===== src/rtl/scan_pkg.sv =====
// Shared constants for the multiplexed display scanner: parameter limits,
// counter widths and the hex 7-segment glyph table (gfedcba, active-high).
package scan_pkg;

  localparam int MAX_DIGITS = 8;
  localparam int MIN_DIV    = 2;
  localparam int MAX_DIV    = 65535;
  localparam int CNT_W      = 16;
  localparam int IDX_W      = 3;

  typedef logic [6:0] seg7_t;

  // Entry n is the glyph for nibble n; the first element listed is nibble F.
  localparam logic [15:0][6:0] HEX_GLYPHS = {
    7'b1110001,  // F
    7'b1111001,  // E
    7'b1011110,  // d
    7'b0111001,  // C
    7'b1111100,  // b
    7'b1110111,  // A
    7'b1101111,  // 9
    7'b1111111,  // 8
    7'b0000111,  // 7
    7'b1111101,  // 6
    7'b1101101,  // 5
    7'b1100110,  // 4
    7'b1001111,  // 3
    7'b1011011,  // 2
    7'b0000110,  // 1
    7'b0111111   // 0
  };

endpackage


===== src/rtl/scan_display_gen_if.sv =====
// Bus between a digit source and the scanner: load-side inputs and the
// multiplexed display drive outputs.
interface scan_display_gen_if #(
  parameter int NUM_DIGITS = 4
) ();

  logic                      en;
  logic                      load;
  logic [4*NUM_DIGITS-1:0]   digits;
  logic [NUM_DIGITS-1:0]     dp;
  logic                      lz_en;
  logic [NUM_DIGITS-1:0]     sel;
  logic [6:0]                seg;
  logic                      dp_out;
  logic                      frame_done;

  modport master (
    output en, load, digits, dp, lz_en,
    input  sel, seg, dp_out, frame_done
  );

  modport slave (
    input  en, load, digits, dp, lz_en,
    output sel, seg, dp_out, frame_done
  );

endinterface


===== src/rtl/seg7_decode.sv =====
// Combinational hex nibble to 7-segment glyph lookup (gfedcba, active-high).
module seg7_decode
  import scan_pkg::*;
(
  input  logic [3:0] nibble_i,
  output seg7_t      seg_o
);

  assign seg_o = HEX_GLYPHS[nibble_i];

endmodule


===== src/rtl/scan_display_gen.sv =====
// Time-multiplexed hex display scanner with double-buffered digit data,
// leading-zero suppression, per-slot dead time and registered outputs.
module scan_display_gen
  import scan_pkg::*;
#(
  parameter int NUM_DIGITS  = 4,
  parameter int DIV         = 32,
  parameter int BLANK       = 1,
  parameter int SEL_ACT_LOW = 0,
  parameter int SEG_ACT_LOW = 0
) (
  input logic               clk,
  input logic               rst,
  scan_display_gen_if.slave bus
);

  localparam logic [CNT_W-1:0]      LAST_CNT  = CNT_W'(DIV - 1);
  localparam logic [IDX_W-1:0]      LEFT_IDX  = IDX_W'(NUM_DIGITS - 1);
  localparam logic [NUM_DIGITS-1:0] SEL_IDLE  = (SEL_ACT_LOW != 0) ? '1 : '0;
  localparam seg7_t                 SEG_IDLE  = (SEG_ACT_LOW != 0) ? 7'h7F : 7'h00;
  localparam logic                  DP_IDLE   = (SEG_ACT_LOW != 0);

  if (NUM_DIGITS < 1 || NUM_DIGITS > MAX_DIGITS || DIV < MIN_DIV || DIV > MAX_DIV ||
      BLANK < 0 || BLANK > DIV - 1) begin : gBadParam
    $error("scan_display_gen: parameter out of legal range");
  end

  logic [CNT_W-1:0]        cnt_q, cnt_d;
  logic [IDX_W-1:0]        idx_q, idx_d;
  logic [4*NUM_DIGITS-1:0] bufDigits_q, dispDigits_q;
  logic [NUM_DIGITS-1:0]   bufDp_q, dispDp_q;
  logic                    bufLz_q, dispLz_q;
  logic [NUM_DIGITS-1:0]   sel_q, sel_d;
  seg7_t                   seg_q, seg_d;
  logic                    dpOut_q, dpOut_d;

  logic                    tick, frameEdge, inBlank, active, suppress, upperZero, dpSel;
  logic [3:0]              nibble;
  logic [NUM_DIGITS-1:0]   selOneHot;
  seg7_t                   glyph;

  assign tick      = bus.en && (cnt_q == LAST_CNT);
  assign frameEdge = tick && (idx_q == '0);

  if (BLANK == 0) begin : gNoBlank
    assign inBlank = 1'b0;
  end else begin : gBlank
    assign inBlank = (cnt_q < CNT_W'(BLANK));
  end

  assign active = bus.en && !inBlank;

  always_comb begin
    cnt_d = cnt_q;
    idx_d = idx_q;
    if (bus.en) begin
      cnt_d = tick ? '0 : cnt_q + 1'b1;
      if (tick) begin
        idx_d = (idx_q == '0) ? LEFT_IDX : idx_q - 1'b1;
      end
    end
  end

  // A digit is blanked only when it and every digit to its left are zero.
  always_comb begin
    nibble    = 4'h0;
    dpSel     = 1'b0;
    selOneHot = '0;
    upperZero = 1'b1;
    for (int i = 0; i < NUM_DIGITS; i++) begin
      if (IDX_W'(i) == idx_q) begin
        nibble       = dispDigits_q[4*i +: 4];
        dpSel        = dispDp_q[i];
        selOneHot[i] = 1'b1;
      end
      if (IDX_W'(i) >= idx_q && dispDigits_q[4*i +: 4] != 4'h0) begin
        upperZero = 1'b0;
      end
    end
    suppress = dispLz_q && (idx_q != '0) && upperZero;
  end

  seg7_decode u_decode (
    .nibble_i (nibble),
    .seg_o    (glyph)
  );

  always_comb begin
    sel_d   = active ? selOneHot : '0;
    seg_d   = (active && !suppress) ? glyph : 7'h00;
    dpOut_d = active && dpSel;
  end

  // Polarity is applied only here, so all upstream logic stays active-high.
  always_ff @(posedge clk) begin
    if (rst) begin
      cnt_q        <= '0;
      idx_q        <= LEFT_IDX;
      bufDigits_q  <= '0;
      bufDp_q      <= '0;
      bufLz_q      <= 1'b0;
      dispDigits_q <= '0;
      dispDp_q     <= '0;
      dispLz_q     <= 1'b0;
      sel_q        <= SEL_IDLE;
      seg_q        <= SEG_IDLE;
      dpOut_q      <= DP_IDLE;
    end else begin
      cnt_q <= cnt_d;
      idx_q <= idx_d;
      if (bus.load) begin
        bufDigits_q <= bus.digits;
        bufDp_q     <= bus.dp;
        bufLz_q     <= bus.lz_en;
      end
      if (frameEdge) begin
        dispDigits_q <= bufDigits_q;
        dispDp_q     <= bufDp_q;
        dispLz_q     <= bufLz_q;
      end
      sel_q   <= sel_d ^ SEL_IDLE;
      seg_q   <= seg_d ^ SEG_IDLE;
      dpOut_q <= dpOut_d ^ DP_IDLE;
    end
  end

  assign bus.sel        = sel_q;
  assign bus.seg        = seg_q;
  assign bus.dp_out     = dpOut_q;
  assign bus.frame_done = frameEdge;

endmodule


===== src/flat_wrapper.sv =====
// flat-port wrapper written by rule: the top's interface ports become plain ports
module scan_display_gen_flat import scan_pkg::*;
#(
  parameter int NUM_DIGITS  = 4,
  parameter int DIV         = 32,
  parameter int BLANK       = 1,
  parameter int SEL_ACT_LOW = 0,
  parameter int SEG_ACT_LOW = 0
)
  (clk, rst, bus_en, bus_load, bus_digits, bus_dp, bus_lz_en, bus_sel, bus_seg, bus_dp_out, bus_frame_done);
  scan_display_gen_if #(.NUM_DIGITS(NUM_DIGITS)) bus_i ();
  input logic clk;
  input logic rst;
  input wire logic [$bits(bus_i.en)-1:0] bus_en;
  input wire logic [$bits(bus_i.load)-1:0] bus_load;
  input wire logic [$bits(bus_i.digits)-1:0] bus_digits;
  input wire logic [$bits(bus_i.dp)-1:0] bus_dp;
  input wire logic [$bits(bus_i.lz_en)-1:0] bus_lz_en;
  output wire logic [$bits(bus_i.sel)-1:0] bus_sel;
  output wire logic [$bits(bus_i.seg)-1:0] bus_seg;
  output wire logic [$bits(bus_i.dp_out)-1:0] bus_dp_out;
  output wire logic [$bits(bus_i.frame_done)-1:0] bus_frame_done;
  assign bus_i.en = bus_en;
  assign bus_i.load = bus_load;
  assign bus_i.digits = bus_digits;
  assign bus_i.dp = bus_dp;
  assign bus_i.lz_en = bus_lz_en;
  assign bus_sel = bus_i.sel;
  assign bus_seg = bus_i.seg;
  assign bus_dp_out = bus_i.dp_out;
  assign bus_frame_done = bus_i.frame_done;
  scan_display_gen #(.NUM_DIGITS(NUM_DIGITS), .DIV(DIV), .BLANK(BLANK), .SEL_ACT_LOW(SEL_ACT_LOW), .SEG_ACT_LOW(SEG_ACT_LOW)) u_core (.clk(clk), .rst(rst), .bus(bus_i));
endmodule

===== config.mk =====
export PLATFORM = sky130hd
export DESIGN_NAME = scan_display_gen_flat
export DESIGN_NICKNAME = d
export VERILOG_FILES = /design/src/rtl/scan_pkg.sv /design/src/rtl/scan_display_gen_if.sv /design/src/rtl/seg7_decode.sv /design/src/rtl/scan_display_gen.sv /design/src/flat_wrapper.sv
export SDC_FILE = /design/constraint.sdc
export NUM_CORES = 1
export LEC_CHECK = 0
export ABC_AREA = 1
export CAP_MARGIN = 20
export CORE_MARGIN = 2
export CORE_UTILIZATION = 35
export DETAILED_ROUTE_END_ITERATION = 16
export GPL_TIMING_DRIVEN = 0
export HOLD_SLACK_MARGIN = 0.08
export PLACE_DENSITY = 0.55
export SLEW_MARGIN = 5
export SYNTH_ARGS = -nofsm -noshare
export SYNTH_HDL_FRONTEND = slang
export SYNTH_SLANG_ARGS = --single-unit

===== constraint.sdc =====
create_clock -name clk -period 3.89 [get_ports clk]
set_input_delay 0.5835 -clock clk [delete_from_list [all_inputs] [get_ports clk]]
set_output_delay 0.5835 -clock clk [all_outputs]
set_load 0.005 [all_outputs]

After elaboration in Yosys (flattened, before gate mapping)
Memories as Yosys holds them, arrays and structs flattened. A register that Yosys moved wholly into a read port is not among the register bits.
Index checks and enable logic that the tools add are counted.

storage, ports and cells
  register bits after elaboration = 66
  memory bits (read-only) = 112
  input port bits = 25
  output and inout bits = 13
  memories kept = 1

memory list
  memory            words  width  rd ports  clocked after Yosys merged registers in  wr ports  RTL line          source
  (name not given)  16     7      1         1                                        0         seg7_decode.sv:9  assign seg_o = HEX_GLYPHS[nibble_i];

cells by class
  add/subtract/negate cells = 2
  magnitude comparators = 5
  equality and inequality tests = 4
  mux-type cells = 18
  bitwise logic cells = 2
  reductions and logical operators = 22

operators with widths
  operator                 count
  $add A16 B1 Y16 const B  1
  $eq A16 B5 Y1 const B    1
  $lt A16 B1 Y1 const B    1
  $mux W16                 1
  $mux W4                  4
  $reduce_bool A4 Y1       4
  $mux W1                  12
  $logic_and A1 B1 Y1      11
  $eq A2 B3 Y1 const A     2
  $ge A1 B3 Y1 const A     2
  $ge A2 B3 Y1 const A     2
  $reduce_or A2 Y1         2
  $eq A1 B3 Y1 const A     1
  $logic_not A3 Y1         1
  $mux W3                  1
  $reduce_bool A3 Y1       1
  $sub A3 B1 Y3 const B    1
  $logic_not A1 Y1         2
  $not A1 Y1               2
  $reduce_and A2 Y1        1

Depth between registers and ports, before layout
Gate-level depths: netlist (run 1).

  depth in word-level cells = 11
  mapped depth = 15
  depth with buffers taken out = 15

By module
From an unflattened synthesis (run 1), not the netlist that was laid out.

second synthesis, totals
  cell total of the unflattened synthesis = 538
  area total of the unflattened synthesis = 3647.2 um2

by module, submodules not included
  module            times used  cells each  area each (um2)
  scan_display_gen  1           486         3377.0
  seg7_decode       1           52          270.3

Least setup slack after synthesis (run 1)
No wires, ideal clock.

  path kind = register to register
  start = register u_core.idx_q[0]
  end = register u_core.seg_q[3] (netlist: u_core.bus.seg[3])
  library setup time = 116 ps
  data arrival time = 1912 ps
  data required time = 3774 ps
  slack = 1862 ps
  stages on the path, launching flop included = 14
  buffers on the path = 0
  clock period less this slack = 2028 ps
  path through = dfxtp_1 -> inv_1 -> ha_1 -> nand2_4 -> nand2_1 -> inv_1 -> nand2_1 -> a21oi_2 -> inv_1 -> ha_1 -> nand2_1 -> nand2_1 -> o21ai_1 -> nor2_1

between the ends
  word-level cells in the longest chain between the ends = 11
  elaborated cells between the ends (all ways) = 27

RTL lines
  item                        RTL line                 source
  from (decl)                 scan_display_gen.sv:29   logic [IDX_W-1:0] idx_q, idx_d;
  from (signal assigned)      scan_display_gen.sv:110  idx_q <= idx_d;
  $ge A1 B3 Y1                scan_display_gen.sv:76   if (IDX_W'(i) >= idx_q && dispDigits_q[4*i +: 4] != 4'h0) begin
  $logic_and A1 B1 Y1         scan_display_gen.sv:76
  $mux W1 (4 in a row)        scan_display_gen.sv:76
  $logic_and A1 B1 Y1         scan_display_gen.sv:80   suppress = dispLz_q && (idx_q != '0) && upperZero;
  $logic_not A1 Y1            scan_display_gen.sv:90   seg_d = (active && !suppress) ? glyph : 7'h00;
  $logic_and A1 B1 Y1         scan_display_gen.sv:90
  $not A1 Y1 (no line)        n/a
  $reduce_or A2 Y1 (no line)  n/a
  to (decl)                   scan_display_gen.sv:34   seg7_t seg_q, seg_d;

Parallel ways exist; a longest one is shown, timed or not.
A chain may end at the register's enable or synchronous reset.

Worst setup path in the final report (run 1)
  start = input port bus_en
  end = output port bus_frame_done

between the ends
  word-level cells in the longest chain between the ends = 2

RTL lines
  item                 RTL line                source
  from (decl)          flat_wrapper.sv:14      input wire logic [$bits(bus_i.en)-1:0] bus_en;
  $logic_and A1 B1 Y1  scan_display_gen.sv:42  assign tick = bus.en && (cnt_q == LAST_CNT);
  $logic_and A1 B1 Y1  scan_display_gen.sv:43  assign frameEdge = tick && (idx_q == '0);
  to (decl)            flat_wrapper.sv:22      output wire logic [$bits(bus_i.frame_done)-1:0] bus_frame_done;

No other way between the ends.

==> results.py, run 1 <==
metrics = {
    "run_status": {
        "status": "finished clean",
    },
    "layout": {
        "diodes": 0,
        "design_area_um2": 4330,
        "multiInputGateArea_um2": 1830,
        "final_common_cell": "nor2_1",
        "fillers": 1041,
        "seqCellArea_um2": 1460,
        "drive_above_1_share_pct": 11.1,
        "area_growth_pct": 20.8,
        "layout_common_cells": "nor2_1 (98), dfxtp_1 (73), nand2_1 (60)",
        "nNetsFinal": 574,
    },
    "die": {
        "io_pins": 38,
        "coreArea_um2": 9860,
        "start_util_pct": 36.3,
        "dieArea_um2": 11100,
        "fp.dieH_um": 105,
        "rows": 36,
        "die_w_um": 105,
    },
    "grt": {
        "gr-total-overflow": 0,
        "grtUsageTotal_pct": 15.6,
        "grt_first_pass_wirelength_mm": 14.0,
        "grt_start_max_net_pins": 14,
        "antenna_found_initial": 0,
        "grt_pass1_vias": 3000,
    },
    "yosys": {
        "ys_warn_count": 0,
        "avgSynthCellArea_um2": 7.32,
        "yosysUniqueCellTypes": 36,
        "syn_inst": 489,
        "yosysSeqAreaShare_pct": 40.8,
        "synth.cell_area_um2": 3580,
        "ys_seq_elements": 73,
        "synth_nets": 527,
    },
    "clock_network": {
        "cts.hold.buffers_added": 0,
        "cts_buffers": 9,
        "clock_latency_ns": 0.34,
        "post_cts.repair.setup_buffers": 0,
        "htreeDepth": 3,
        "cts_tree": "yes",
        "clk_path_buf_depth": 2,
        "clockRootBuffer": "clkbuf_8",
        "cts.sinks": 73,
        "path_clk_slew_ns": 0.08,
        "cts_resized": 0,
    },
    "worst_setup_path": {
        "reg2reg_to": "u_core.bus.seg[3]",
        "timing.rr.start": "u_core.idx_q[0]",
        "end_kind": "output pin",
        "cp_max_fo": 10,
        "reg2reg_slack_ns": 1.52,
        "cp.required_ns": 3.31,
        "start_kind": "primary input",
        "r2r_cells": 13,
        "cp.arrival_ns": 2.38,
        "crit_type": "primary input to output pin",
    },
    "power": {
        "combPwrFrac_pct": 5.6,
        "power.leakage_nw": 1.78,
        "power.total_mw": 1.51,
        "power_density_nw_per_um2": 349,
        "clkPwrFrac_pct": 42.8,
        "p_seq_share_pct": 51.6,
        "internal_power_mw": 1.17,
        "swShare_pct": 22.3,
        "vdd_drop_max_mv": 0.222,
        "switching_power_mw": 0.336,
    },
    "timing": {
        "finalHoldWorstSlack_ns": 0.495,
        "slew_violations": 0,
        "post-route-min-period_ns": 2.96,
        "tightest_slew_ns": 0.484,
        "hold_viol_final": 0,
        "max_freq_mhz": 338,
        "fin_setup_tns_ns": 0,
        "rsz0062_at_grt": "no",
        "relSlewSlack_pct": 67.5,
        "fin_crit_sh_pct": 76.1,
        "final-setup-viol-count": 0,
        "skew_ns": 0.0133,
    },
    "route": {
        "drt_iter0_drc": 141,
        "drtAntennaViolNets": 0,
        "wl_mm": 7.93,
        "avgRoutedWirePerCell_um": 11.8,
        "first_pass_iters": 4,
        "vias": 3129,
        "route.detailed.drc": 0,
        "routed_via_density": 4.64,
    },
    "hold_path": {
        "min_to": "u_core.dispDigits_q[8]",
        "whs_path_depth": 2,
        "hold_class": "flop to flop",
        "min-delay-start": "u_core.bufDigits_q[8]",
    },
    "run": {
        "cap_violations": 0,
    },
    "placement": {
        "dp_hpwl_mm": 6.04,
        "placed_cell_area_um2": 4110,
        "gp_congestion": 0.876,
        "portBuffers": 36,
    },
}
## kinds of logic after synthesis
group / synth area share, %
buffers and inverters: 8.14
and+or+nand+nor: 32.5
DFF: 40.8
xor gates and xnor gates: 0.978
adders and majority gates: 4.54
AOI/OAI and AO/OA: 13.0
## synthesized netlist by cell type, drive strengths merged
| library cell | instances | share of area [%] |
|---|---|---|
| inv | 50 | 5.4 |
| a21oi | 17 | 3.4 |
| nand3b | 1 | 0.21 |
| o211ai | 1 | 0.21 |
| o32ai | 1 | 0.24 |
| o21ai | 60 | 8.6 |
| a31oi | 2 | 0.35 |
| dfxtp | 73 | 41 |
| nand2 | 68 | 8.0 |
| clkbuf | 13 | 1.4 |
| buf | 5 | 1.4 |
| nand4 | 6 | 1.5 |
| nor4 | 2 | 0.52 |
| nand3 | 32 | 5.1 |
| nor3 | 35 | 4.9 |
| xor2 | 4 | 0.98 |
| nor2 | 104 | 12 |
| o31ai | 1 | 0.21 |
| ha | 13 | 4.5 |
| nor3b | 1 | 0.21 |
## per-layer routing
layer | wire [um] | global-route usage [%]
met1 | 3890 | 19.6
met2 | 3690 | 25.7
met3 | 244 | 3.81
met4 | 112 | 5.62
met5 | 0 | 0
## how the worst max path moves through the flow
stage / startpoint / endpoint / slack, ns / cells past startpoint
floorplan: u_core.idx_q[0] / u_core.bus.seg[3] / 1.86 / 13
finish: bus_en / bus_frame_done / 0.93 / 7
global placement: bus_en / bus_frame_done / 0.92 / 7
CTS: bus_en / bus_frame_done / 0.91 / 7
global route: bus_en / bus_frame_done / 0.86 / 7
detailed placement: bus_en / bus_frame_done / 0.91 / 7
## registers in the layout, summed over array words and instances (netlist names), 3 cells and up
| name | flops |
|---|---|
| u_core.bufDp_q | 4 |
| u_core.bufDigits_q | 16 |
| u_core.bus.seg | 7 |
| u_core.idx_q | 3 |
| u_core.bus.sel | 4 |
| u_core.cnt_q | 16 |
| u_core.dispDigits_q | 16 |
| u_core.dispDp_q | 4 |
## power by group through the flow
stage	clock, mW	combinational [mW]	sequential, mW
floorplan	0	0.0421	0.793
global placement	0	0.0853	0.795
detailed placement	0	0.0860	0.796
CTS	0.669	0.0866	0.778
global route	0.709	0.0968	0.781
finish	0.646	0.0848	0.778
## critical path, stage by stage
cell and delay, ns:
clkdlybuf4s50_1 0.53, nand3_2 0.11, nor2_4 0.15, nand4_4 0.18
nor2_4 0.17, buf_6 0.16, clkdlybuf4s50_1 0.50
## stage by stage
| stage | utilization, % | std cells | setup WS (ns) |
|---|---|---|---|
| after floorplan | - | 489 | 1.86 |
| after global placement | 41.6 | 658 | 0.917 |
| after detailed placement | 41.6 | 658 | 0.913 |
| after CTS | 43.9 | 674 | 0.908 |
| after global routing | 43.9 | 674 | 0.860 |
| final | 43.9 | 674 | 0.929 |
## area by class of cell
class | instances | share of cell area (%)
well taps | 133 | 3.85
clock inverters | 7 | 2.20
repair buffers | 36 | 8.33
clock buffers | 9 | 2.86
multi-input cells | 348 | 42.2
plain buffers | 18 | 2.28
flip-flops and latches | 73 | 33.8
inverters | 50 | 4.45
Note: power is estimated with default switching activity, not from simulation.
==> inputs of run 2 (changes only) <==
--- a/config.mk
+++ b/config.mk
@@ -12,7 +12,7 @@
 export DETAILED_ROUTE_END_ITERATION = 16
 export GPL_TIMING_DRIVEN = 0
 export HOLD_SLACK_MARGIN = 0.08
-export PLACE_DENSITY = 0.55
+export PLACE_DENSITY = 0.57
 export SLEW_MARGIN = 5
 export SYNTH_ARGS = -nofsm -noshare
 export SYNTH_HDL_FRONTEND = slang
==> constraint.sdc (replaced) <==
create_clock -name clk -period 2.61 [get_ports clk]
set_input_delay 0.3915 -clock clk [delete_from_list [all_inputs] [get_ports clk]]
set_output_delay 0.3915 -clock clk [all_outputs]
set_load 0.005 [all_outputs]
==> run 2 against run 1 <==
Effect of this change:
- register-to-register slack got worse by 1.2 ns
- core utilization is 0.20 points higher
- via count up 2.0%
- global-route usage rose by 0.23 points
- cell count increased by 0.45%
- critical path type is now flop to flop
- highest routed layer unchanged
==> results.py, run 2 (synthesis results as in run 1) <==
metrics = {
    "run_status": {
        "status": "finished clean",
    },
    "worst_setup_path": {
        "cp_slowest_cell": "dfxtp_1",
        "cp.required_ns": 2.84,
        "crit_path_max_incr_delay_ns": 0.48,
        "crit_cells": 14,
        "cp_num_buf_inv": 4,
        "crit_family": "adder cells",
        "crit_chain": "inv_1 -> ha_1 -> inv_1 -> nor2_4 -> buf_4 -> nand3_1 -> nand2_1 -> a21oi_4 -> inv_1 -> ha_1 -> nand2_1 -> nand2_1 -> o21ai_1 -> nor2_1",
        "r2r_cells": 14,
        "end_kind": "flop",
        "crit_type": "flop to flop",
        "start_kind": "flop",
        "cp_max_fo": 6,
        "cp.arrival_ns": 2.55,
    },
    "layout": {
        "design_area_um2": 4350,
        "drive_above_1_share_pct": 12.1,
        "nNetsFinal": 579,
        "layout_common_cells": "nor2_1 (98), dfxtp_1 (71), nand2_1 (60)",
        "multiInputGateArea_um2": 1840,
        "fin_util_pct": 44.1,
        "instances_no_fill": 677,
        "seqCellArea_um2": 1470,
        "fillers": 1050,
        "final_common_cell": "nor2_1",
        "largestRegisters": "u_core.bufDigits_q x16, u_core.cnt_q x16, u_core.dispDigits_q x16",
        "diodes": 0,
        "area_growth_pct": 21.4,
    },
    "die": {
        "fp.dieH_um": 105,
        "io_pins": 38,
        "dieArea_um2": 11100,
        "rows": 36,
        "die_w_um": 105,
        "start_util_pct": 36.3,
        "coreArea_um2": 9860,
    },
    "placement": {
        "dpl_worst_slack_ns": 0.00898,
        "dp_cells": 658,
        "gp_congestion": 0.841,
        "portBuffers": 36,
        "placed_cell_area_um2": 4110,
        "dp_hpwl_mm": 6.03,
    },
    "grt": {
        "gr-total-overflow": 0,
        "grtUsageMet1_pct": 20.9,
        "grt_start_max_net_pins": 12,
        "grt_first_pass_wirelength_mm": 14.3,
        "use_met3_pct": 3.24,
        "grtUsageTotal_pct": 15.8,
        "busiest_layer": "met2",
        "use_met2_pct": 25.4,
        "antenna_found_initial": 0,
        "grt_pass1_vias": 3087,
    },
    "timing": {
        "hold_viol_final": 0,
        "fin_ws_ns": 0.293,
        "max_freq_mhz": 432,
        "post-route-min-period_ns": 2.32,
        "rsz0062_at_grt": "no",
        "fin_crit_sh_pct": 88.8,
        "fin_setup_tns_ns": 0,
        "relSlewSlack_pct": 68.0,
        "slew_violations": 0,
        "skew_ns": 0.00808,
        "tightest_slew_ns": 0.480,
        "final-setup-viol-count": 0,
    },
    "clock_network": {
        "clk_path_buf_depth": 2,
        "path_clk_slew_ns": 0.08,
        "cts_buffers": 9,
        "htreeDepth": 3,
        "clockRootBuffer": "clkbuf_8",
        "cts.hold.buffers_added": 0,
        "clock_latency_ns": 0.34,
        "cts.sinks": 73,
        "cts_tree": "yes",
    },
    "route": {
        "avgRoutedWirePerCell_um": 11.9,
        "first_pass_iters": 4,
        "route.detailed.drc": 0,
        "routed_via_density": 4.72,
        "drt_iter0_drc": 99,
        "drtAntennaViolNets": 0,
        "vias": 3193,
        "wl_mm": 8.05,
    },
    "hold_path": {
        "whs_path_depth": 2,
        "hold_class": "primary input to flop",
    },
    "power": {
        "power.leakage_nw": 1.81,
        "power_density_nw_per_um2": 495,
        "vdd_drop_max_mv": 0.270,
    },
    "run": {
        "cap_violations": 0,
    },
}
-- run 2: cell count changes in the layout (fill, tap and decap cells not counted), sizes merged --
| cell | previous run | this run |
|---|---|---|
| bufinv | 2 | 1 |
| buf | 5 | 10 |
| clkdlybuf4s50 | 36 | 35 |
| clkinv | 4 | 1 |
| dlymetal6s2s | 0 | 1 |
| clkbuf | 22 | 24 |
-- run 2: worst paths after layout --
kind | slack [ns] | endpoint | start
max | 0.29 | u_core.bus.seg[3] | u_core.idx_q[1]
min | 0.44 | u_core.cnt_q[10] | rst
max reg2reg | 0.29 | u_core.bus.seg[3] | u_core.idx_q[1]
min reg2reg | 0.49 | u_core.dispDigits_q[12] | u_core.bufDigits_q[12]
-- run 2: metrics by stage --
stage	hold slack [ns]	power, mW
2_1_floorplan	0.457	1.25
3_3_place_gp	0.475	1.31
3_5_place_dp	0.475	1.31
4_1_cts	0.455	2.18
5_1_grt	0.461	2.25
6_report	0.445	2.15
-- run 2: cell type report --
| type | instances | share of cell area (%) |
|---|---|---|
| tap | 133 | 3.83 |
| timing repair buffer | 41 | 9.21 |
| clock inverter | 3 | 0.979 |
| inverter | 50 | 4.43 |
| buffer | 18 | 2.27 |
| multi-input combinational | 348 | 42.3 |
| sequential | 73 | 33.7 |
| clock buffer | 11 | 3.25 |
-- run 2: routing by layer --
layer | vias to the layer above | wire length (um)
li1 | 1695 | -
met1 | 1434 | 4100
met2 | 56 | 3560
met3 | 8 | 273
met4 | 0 | 117
met5 | - | 0
-- run 2: where the power goes --
group	switching, mW	internal [mW]
combinational	0.0611	0.0652
sequential	0.0155	1.14
clock	0.407	0.456
total	0.484	1.67
-- run 2: timing repair --
item | 4_1_cts | 5_1_grt
endpoints found under the setup margin | 1 | 1
hold endpoints to repair | 0 | 0
resized for setup | 3 | 4
cloned | 0 | 0
pin swaps | 2 | 4
buffers inserted | 2 | 3
